==> config.mk <==
export PLATFORM = sky130hd
export DESIGN_NAME = window_column_collector_flat
export DESIGN_NICKNAME = d
export VERILOG_FILES = /design/src/rtl/window_column_collector_if.sv /design/src/rtl/window_column_collector.sv /design/src/flat_wrapper.sv
export SDC_FILE = /design/constraint.sdc
export NUM_CORES = 1
export LEC_CHECK = 0
export CELL_PAD_IN_SITES_DETAIL_PLACEMENT = 1
export CELL_PAD_IN_SITES_GLOBAL_PLACEMENT = 2
export CORE_MARGIN = 3
export CORE_UTILIZATION = 25
export CTS_CLUSTER_DIAMETER = 150
export DETAILED_ROUTE_END_ITERATION = 6
export PLACE_DENSITY = 0.63
export SYNTH_ARGS = -nofsm -noshare
export SYNTH_HDL_FRONTEND = slang
export SYNTH_SLANG_ARGS = --single-unit
==> constraint.sdc <==
create_clock -name clk -period 1.55 [get_ports clk]
set_input_delay 0.3875 -clock clk [delete_from_list [all_inputs] [get_ports clk]]
set_output_delay 0.3875 -clock clk [all_outputs]
set_load 0.02 [all_outputs]
==> src/rtl/window_column_collector_if.sv <==
// Bus between the BRAM read port / address-generator tags and the window
// collector, plus the window handshake toward the convolution stage.
interface window_column_collector_if #(
  parameter int DATA_W = 8
);
  logic [1:0]          c_in;
  logic                pad_in;
  logic                row_start;
  logic [DATA_W-1:0]   rd_data;
  logic                win_ready;
  logic                win_valid;
  logic [9*DATA_W-1:0] win_data;
  logic                ovf;

  // master: upstream tags/data source and downstream consumer
  modport master (
    output c_in, pad_in, row_start, rd_data, win_ready,
    input  win_valid, win_data, ovf
  );

  // slave: the collector itself
  modport slave (
    input  c_in, pad_in, row_start, rd_data, win_ready,
    output win_valid, win_data, ovf
  );
endinterface

==> src/rtl/window_column_collector.sv <==
// Aligns BRAM read data with delayed phase/pad tags, builds 3-pixel columns
// and shifts them into a 3x3 window offered with a valid/ready handshake.
module window_column_collector #(
  parameter int DATA_W = 8,
  parameter int RD_LAT = 1
) (
  input logic                 clk,
  input logic                 rst_n,
  window_column_collector_if.slave bus
);

  logic [RD_LAT-1:0][1:0] r_c_dly;
  logic [RD_LAT-1:0]      r_pad_dly;
  logic [RD_LAT-1:0]      r_rs_dly;

  logic [1:0]             r_exp;
  logic [DATA_W-1:0]      r_col0;
  logic [DATA_W-1:0]      r_col1;
  logic [2:0][2:0][DATA_W-1:0] r_win;  // [row][col], col 0 oldest
  logic [1:0]             r_fill;
  logic                   r_valid;
  logic                   r_ovf;

  logic [1:0]             w_cd;
  logic                   w_pd;
  logic                   w_rsd;
  logic [DATA_W-1:0]      w_pix;
  logic [2:0][DATA_W-1:0] w_new_col;
  logic                   w_col_done;
  logic                   w_shift_ok;
  logic [1:0]             w_fill_base;
  logic [1:0]             w_fill_inc;

  // Tags reset to idle so reads still in flight at reset are never captured
  always_ff @(posedge clk or negedge rst_n) begin
    if (!rst_n) begin
      r_c_dly   <= '1;
      r_pad_dly <= '0;
      r_rs_dly  <= '0;
    end else begin
      r_c_dly[0]   <= bus.c_in;
      r_pad_dly[0] <= bus.pad_in;
      r_rs_dly[0]  <= bus.row_start;
      for (int i = 1; i < RD_LAT; i++) begin
        r_c_dly[i]   <= r_c_dly[i-1];
        r_pad_dly[i] <= r_pad_dly[i-1];
        r_rs_dly[i]  <= r_rs_dly[i-1];
      end
    end
  end

  assign w_cd        = r_c_dly[RD_LAT-1];
  assign w_pd        = r_pad_dly[RD_LAT-1];
  assign w_rsd       = r_rs_dly[RD_LAT-1];
  assign w_pix       = w_pd ? '0 : bus.rd_data;
  assign w_new_col   = {w_pix, r_col1, r_col0};
  assign w_col_done  = (w_cd == 2'd2) && (r_exp == 2'd2);
  assign w_shift_ok  = !r_valid || bus.win_ready;
  assign w_fill_base = w_rsd ? 2'd0 : r_fill;
  assign w_fill_inc  = (w_fill_base == 2'd3) ? 2'd3 : w_fill_base + 2'd1;

  // Phase 0 always restarts a column; out-of-order phases drop the partial one
  always_ff @(posedge clk or negedge rst_n) begin
    if (!rst_n) begin
      r_exp  <= 2'd0;
      r_col0 <= '0;
      r_col1 <= '0;
    end else begin
      case (w_cd)
        2'd0: begin
          r_col0 <= w_pix;
          r_exp  <= 2'd1;
        end
        2'd1: begin
          if (r_exp == 2'd1) begin
            r_col1 <= w_pix;
            r_exp  <= 2'd2;
          end else begin
            r_exp <= 2'd0;
          end
        end
        2'd2:    r_exp <= 2'd0;
        default: ;
      endcase
    end
  end

  always_ff @(posedge clk or negedge rst_n) begin
    if (!rst_n) begin
      r_win   <= '0;
      r_fill  <= 2'd0;
      r_valid <= 1'b0;
      r_ovf   <= 1'b0;
    end else begin
      r_fill <= w_fill_base;
      if (w_col_done && w_shift_ok) begin
        for (int r = 0; r < 3; r++) begin
          r_win[r][0] <= r_win[r][1];
          r_win[r][1] <= r_win[r][2];
          r_win[r][2] <= w_new_col[r];
        end
        r_fill  <= w_fill_inc;
        r_valid <= (w_fill_inc == 2'd3);
      end else if (w_col_done) begin
        r_ovf <= 1'b1;
      end else if (r_valid && bus.win_ready) begin
        r_valid <= 1'b0;
      end
    end
  end

  assign bus.win_valid = r_valid;
  assign bus.win_data  = r_win;
  assign bus.ovf       = r_ovf;

endmodule

==> src/flat_wrapper.sv <==
// flat-port wrapper written by rule: the top's interface ports become plain ports
module window_column_collector_flat 
#(
  parameter int DATA_W = 8,
  parameter int RD_LAT = 1
)
  (clk, rst_n, bus_c_in, bus_pad_in, bus_row_start, bus_rd_data, bus_win_ready, bus_win_valid, bus_win_data, bus_ovf);
  window_column_collector_if #(.DATA_W(DATA_W)) bus_i ();
  input logic clk;
  input logic rst_n;
  input wire logic [$bits(bus_i.c_in)-1:0] bus_c_in;
  input wire logic [$bits(bus_i.pad_in)-1:0] bus_pad_in;
  input wire logic [$bits(bus_i.row_start)-1:0] bus_row_start;
  input wire logic [$bits(bus_i.rd_data)-1:0] bus_rd_data;
  input wire logic [$bits(bus_i.win_ready)-1:0] bus_win_ready;
  output wire logic [$bits(bus_i.win_valid)-1:0] bus_win_valid;
  output wire logic [$bits(bus_i.win_data)-1:0] bus_win_data;
  output wire logic [$bits(bus_i.ovf)-1:0] bus_ovf;
  assign bus_i.c_in = bus_c_in;
  assign bus_i.pad_in = bus_pad_in;
  assign bus_i.row_start = bus_row_start;
  assign bus_i.rd_data = bus_rd_data;
  assign bus_i.win_ready = bus_win_ready;
  assign bus_win_valid = bus_i.win_valid;
  assign bus_win_data = bus_i.win_data;
  assign bus_ovf = bus_i.ovf;
  window_column_collector #(.DATA_W(DATA_W), .RD_LAT(RD_LAT)) u_core (.clk(clk), .rst_n(rst_n), .bus(bus_i));
endmodule
==> reports/results.ini, run 1 <==
[setup_path]
ff2ff_path_depth = 6
r2r_start = u_core.r_c_dly[1]$_DFF_PN1_
crit_required_ns = 1.78
r2r-end = u_core.bus.win_data[33]$_DFFE_PN0P_
worstPathMaxFanout = 7
startpoint_type = flop
path_class = flop to flop
r2r_setup_slack_ns = -0.14
cp.arrival_ns = 1.92
critPathCaptureType = flop

[timing]
fin_skew_ns = 0.00439
post-route-min-period_ns = 1.69
finalSetupTns_ns = -8.42
maxSlewViolCount = 0
rsz0062_at_grt = true
fmax_ghz = 0.591
worstMarginPinSlew_ns = 0.340
setup_ws_ns = -0.141
relSlewSlack_pct = 77.3
hold_slack_ns = 0.457
post-route-period-util_pct = 109
final-setup-viol-count = 77
final_hold_viol_count = 0

[worst_hold_path]
hp-class = input port to flop
hold_end = u_core.r_c_dly[0]$_DFF_PN1_
min_path_cells = 1
hold_start = bus_c_in[0]

[status]
status = finished with violations
violations = negative setup slack

[floorplanning]
die_x_um = 131
design.die.area_um2 = 17300
rows = 45
ios = 89
initial_core_util_pct = 25.7
die_y_um = 131
core_area_um2 = 15300

[power]
ir_drop_mv = 0.563
p_total_mw = 6.15
leakage_nw = 3.08
p_per_area_nw_per_um2 = 1080

[layout]
drive_above_1_share_pct = 39.6
final_area_um2 = 5670
antennaDiodeCount = 0
final_nets = 361
post-route-util_pct = 37.0
syn2layout_area_growth_pct = 44.2
instances_no_fill = 557

[clock_tree]
cts-root-buf = clkbuf_16
cts_sinks = 98
cts_buffers = 9
cts.path.max_buffers = 2
clk_pin_slew_ns = 0.06
insertion_delay_ns = 0.34
htree_levels = 3
cts_tree = yes

[route]
vias_per_cell = 4.04
vias = 2252
totalWireLength_mm = 9.43
wire_per_inst_um = 16.9
drtIter0Drc = 91
drtPass1Iterations = 4
drc_errors = 0
antenna_left = 0

[yosys]
async_flop_share_pct = 100
yosysWarnings = 0
yosysMostFrequentCell = dfrtp_1
synth-edff-count = 0
syn_inst = 227
synthesis.nets = 246
yosysSeqAreaShare_pct = 62.5
synthFlopType = dfrtp_1
synth.avg_cell_area_um2 = 17.3
synth-seq-cells = 98
yosys.area.top_type = dfrtp_1
synth_commonest_cells = dfrtp_1 (96), mux2_2 (49), mux2_4 (39)
synth.distinct_cells = 20
syn_area_um2 = 3930
yosys.area.top_type_share_pct = 61.1
synth_top_cells_by_area = dfrtp_1 (61%), mux2_4 (15%), mux2_2 (14%)

[placed_design]
placedCellCount = 533
dp_hpwl_mm = 6.21
dpl_cell_area_um2 = 5280
routabilityCongestion = 0.652
pre_cts_ws_ns = -0.341
port_buffers = 88

[grt]
grt_usage_pct = 10.8
antenna_found_initial = 0
overflow = 0
grt_pass1_wl_mm = 14.6
grt_pass1_vias = 2516
grt_max_degree = 29

[flow_run]
maxCapViolations = 0

state kept, by name, indices dropped and copies added (netlist names):
signal                cells
u_core.r_col1             8
u_core.r_rs_dly           1
u_core.r_c_dly            2
u_core.bus.win_valid      1
u_core.r_col0             8
u_core.r_pad_dly          1
u_core.bus.win_data      72
u_core.bus.ovf            1
u_core.r_fill             2
u_core.r_exp              2
critical path, cell delays in order, from the launching register on:
cell and delay, ns:
dfstp_2 0.55, ha_4 0.14, nand3b_4 0.10, nor2b_4 0.17, buf_12 0.14, buf_6 0.16
mux2_4 0.31
where the power goes:
part | switching, mW | total [mW] | internal, mW
logic | 0.491 | 1.10 | 0.605
registers | 0.217 | 3.05 | 2.83
clock network | 0.932 | 2.01 | 1.08
cell families (layout without fill, tap and decap cells):
kind of cell	after synthesis	count (layout)	share of synthesized area, %
compound gates	5	5	0.764
mux	89	89	29.2
buf+inv	13	132	2.80
flops	98	98	62.5
simple gates	18	18	3.50
fa+ha+maj	4	4	1.27
layout by cell type (no fill, tap or decap), drive strengths merged:
cell type / instances
a21boi: 1
buf: 24
clkbuf: 14
clkdlybuf4s50: 13
clkinv: 2
clkinvlp: 1
dfrtp: 96
dfstp: 2
dlygate4sd2: 74
dlygate4sd3: 1
ha: 4
inv: 3
mux2: 88
mux2i: 1
nand2: 1
nand2b: 5
nand3b: 2
nor2: 1
nor2b: 9
o21ai: 3
o21bai: 1
area by class of cell:
class	instances	area [um^2]
repair buffers	114	1130
well taps	211	264
flip-flops and latches	98	2450
clock buffers	12	236
fillers	1565	9650
clock inverters	3	17.5
multi-input cells	116	1550
inverters	3	11.3
worst max-delay path by stage:
stage	start	end	depth (start not counted)
floorplan	u_core.r_c_dly[0]$_DFF_PN1_	u_core.bus.win_data[0]$_DFFE_PN0P_	7
global placement	bus_win_ready	u_core.bus.win_data[65]$_DFFE_PN0P_	5
detailed placement	bus_win_ready	u_core.bus.win_data[64]$_DFFE_PN0P_	5
CTS	u_core.r_c_dly[1]$_DFF_PN1_	u_core.bus.win_data[36]$_DFFE_PN0P_	5
global route	u_core.r_c_dly[1]$_DFF_PN1_	u_core.bus.win_data[42]$_DFFE_PN0P_	6
finish	u_core.r_c_dly[1]$_DFF_PN1_	u_core.bus.win_data[33]$_DFFE_PN0P_	6
what timing repair did:
item / 4_1_cts / 5_1_grt
endpoints found under the hold margin: 19 / 0
gates resized for setup: 88 / 16
buffers inserted: 3 / 3
hold buffers: 1 / 0
gates cloned: 0 / 3
pin swaps: 0 / 1
setup endpoints to repair: 154 / 81
per-layer routing:
| layer | global-route usage [%] | share of wire, % |
|---|---|---|
| met1 | 14.0 | 46 |
| met2 | 17.0 | 49 |
| met3 | 2.76 | 3.6 |
| met4 | 4.90 | 1.7 |
| met5 | 0 | 0 |
(Power assumes the default switching activity.)
==> run 2, diff against run 1 <==
--- a/config.mk
+++ b/config.mk
@@ -7,11 +7,11 @@
 export LEC_CHECK = 0
 export CELL_PAD_IN_SITES_DETAIL_PLACEMENT = 1
 export CELL_PAD_IN_SITES_GLOBAL_PLACEMENT = 2
-export CORE_MARGIN = 3
 export CORE_UTILIZATION = 25
 export CTS_CLUSTER_DIAMETER = 150
 export DETAILED_ROUTE_END_ITERATION = 6
 export PLACE_DENSITY = 0.63
+export SETUP_SLACK_MARGIN = 0.15
 export SYNTH_ARGS = -nofsm -noshare
 export SYNTH_HDL_FRONTEND = slang
 export SYNTH_SLANG_ARGS = --single-unit
==> run 2 against run 1 <==
  * The run still ends with negative setup slack left
  * Non-clock buffer count grew 6
  * Die area shrank 6.0%
  * Final cell count increased by 1.1%
  * Global-route usage is 1.1 points higher
  * Sequential power about the same
  * Design area fell by 3.0%
  * Largest cell class unchanged
  * Highest routed layer unchanged
==> reports/results.ini, run 2 (synthesized netlist as in run 1, its figures left out) <==
[clock_tree]
cts_tree = yes
cts_sinks = 98
cts.path.max_buffers = 2
htree_levels = 3
insertion_delay_ns = 0.35
clk_pin_slew_ns = 0.07
cts_hold_buffers = 0
cts-root-buf = clkbuf_16
cts_buffers = 9

[setup_path]
crit_required_ns = 1.78
ff2ff_path_depth = 6
critPathSlowestCell = dfstp_2
r2r-end = u_core.bus.win_data[17]$_DFFE_PN0P_
r2r_setup_slack_ns = -0.13
cp.arrival_ns = 1.91
cp_top_family = flip-flops
critPathCaptureType = flop
max_stage_delay_ns = 0.57
crit_buf_inv = 2
worstPathMaxFanout = 7
r2r_start = u_core.r_c_dly[1]$_DFF_PN1_
path_class = flop to flop
path_cells = ha_4 -> nand3b_4 -> nor2b_4 -> buf_12 -> clkbuf_16 -> mux2_4
startpoint_type = flop

[layout]
final_cell_mix = dfrtp_1 (96), mux2_4 (85), buf_2 (74), buf_4 (19), clkdlybuf4s50_1 (13)
n_fill_cell = 1616
drive_above_1_share_pct = 63.4
final_nets = 367
antennaDiodeCount = 0
final_area_um2 = 5500
post-route-util_pct = 36.0
instances_no_fill = 563
syn2layout_area_growth_pct = 39.8
largest_register_ff_count = 72
layout.cells.most_common = dfrtp_1

[status]
status = finished with violations
violations = negative setup slack

[grt]
overflow = 0
grt_pass1_wl_mm = 14.4
grt_max_degree = 99
grt_pass1_vias = 2521
antenna_found_initial = 0
grt_usage_pct = 11.9

[power]
p_per_area_nw_per_um2 = 1140
leakage_nw = 2.97
ir_drop_mv = 0.523

[route]
drtIter0Drc = 40
totalWireLength_mm = 9.24
wire_per_inst_um = 16.4
drc_errors = 0
drtPass1Iterations = 4
antenna_left = 0
vias = 2285
vias_per_cell = 4.06

[floorplanning]
die_x_um = 127
rows = 45
initial_core_util_pct = 25.8
core_area_um2 = 15300
design.die.area_um2 = 16200
die_y_um = 127
ios = 89

[timing]
maxSlewViolCount = 0
final-setup-viol-count = 80
rsz0062_at_grt = true
fin_skew_ns = 0.00852
relSlewSlack_pct = 64.4
post-route-period-util_pct = 108
worstMarginPinSlew_ns = 0.534
final_hold_viol_count = 0
setup_ws_ns = -0.128
post-route-min-period_ns = 1.68
hold_slack_ns = 0.0893
fmax_ghz = 0.596

[worst_hold_path]
hp-class = input port to asynchronous set/reset pin

[placed_design]
dpl_cell_area_um2 = 5310
placedCellCount = 536
port_buffers = 88
routabilityCongestion = 0.667
pre_cts_ws_ns = -0.374
dp_hpwl_mm = 5.88

[flow_run]
maxCapViolations = 0

-- run 2: changes by cell type in the layout (fill, tap and decap cells not counted), sizes merged --
cell and change:
clkinvlp -1, dlygate4sd3 -1, inv +1, dlygate4sd2 -74
clkbuf -2, buf +81, clkinv +2
-- run 2: through the flow --
| stage | total power [mW] | setup TNS (ns) |
|---|---|---|
| finish | 6.28 | -7.71 |
| global route | 6.59 | -12.19 |
| CTS | 6.38 | -7.74 |
| detailed placement | 4.30 | -19.20 |
| global placement | 4.28 | -17.23 |
| floorplan | 3.65 | -4.03 |
-- run 2: how the worst max path moves through the flow --
stage	start	to	slack, ns	cells past startpoint
after CTS	u_core.r_c_dly[1]$_DFF_PN1_	u_core.bus.win_data[69]$_DFFE_PN0P_	-0.13	5
after global placement	bus_win_ready	u_core.bus.win_data[64]$_DFFE_PN0P_	-0.33	5
after global routing	u_core.r_c_dly[1]$_DFF_PN1_	u_core.bus.win_data[71]$_DFFE_PN0P_	-0.18	6
final	u_core.r_c_dly[1]$_DFF_PN1_	u_core.bus.win_data[17]$_DFFE_PN0P_	-0.13	6
after detailed placement	bus_win_ready	u_core.bus.win_data[69]$_DFFE_PN0P_	-0.37	5
after floorplan	u_core.r_c_dly[0]$_DFF_PN1_	u_core.bus.win_data[0]$_DFFE_PN0P_	-0.06	7
-- run 2: cell type report --
type,count,area [um^2],area share (%)
Sequential cell,98,2450,44.7
Multi-Input combinational cell,116,1590,29.0
Timing Repair Buffer,120,890,16.2
Tap cell,211,264,4.80
Clock buffer,10,239,4.35
Clock inverter,5,40.0,0.729
Inverter,3,13.8,0.250
-- run 2: report_power, final --
| part | internal (mW) | switching [mW] | total [mW] |
|---|---|---|---|
| Combinational | 0.594 | 0.507 | 1.10 |
| Sequential | 2.83 | 0.210 | 3.04 |
| Clock | 1.14 | 1.01 | 2.15 |
| Total | 4.56 | 1.73 | 6.28 |
-- run 2: routing by layer --
metal	up-vias	part of all wire (%)	global-route usage, %
met5	-	0	0
met4	0	1.3	4.20
met3	11	5.6	4.56
met2	57	48	18.9
met1	1194	45	14.7
li1	1023	-	-
-- run 2: what timing repair did --
action | CTS | global route
resized for setup | 306 | 26
pin swaps | 0 | 1
setup endpoints to repair | 165 | 100
hold endpoints to repair | 0 | 0
setup buffers | 5 | 4
gates cloned | 0 | 3
==> run 3, diff against run 2 <==
--- a/config.mk
+++ b/config.mk
@@ -5,6 +5,7 @@
 export SDC_FILE = /design/constraint.sdc
 export NUM_CORES = 1
 export LEC_CHECK = 0
+export CAP_MARGIN = 20
 export CELL_PAD_IN_SITES_DETAIL_PLACEMENT = 1
 export CELL_PAD_IN_SITES_GLOBAL_PLACEMENT = 2
 export CORE_UTILIZATION = 25
==> results of run 3 <==
The final DEF is identical to that of run 2; final timing and power are the same.
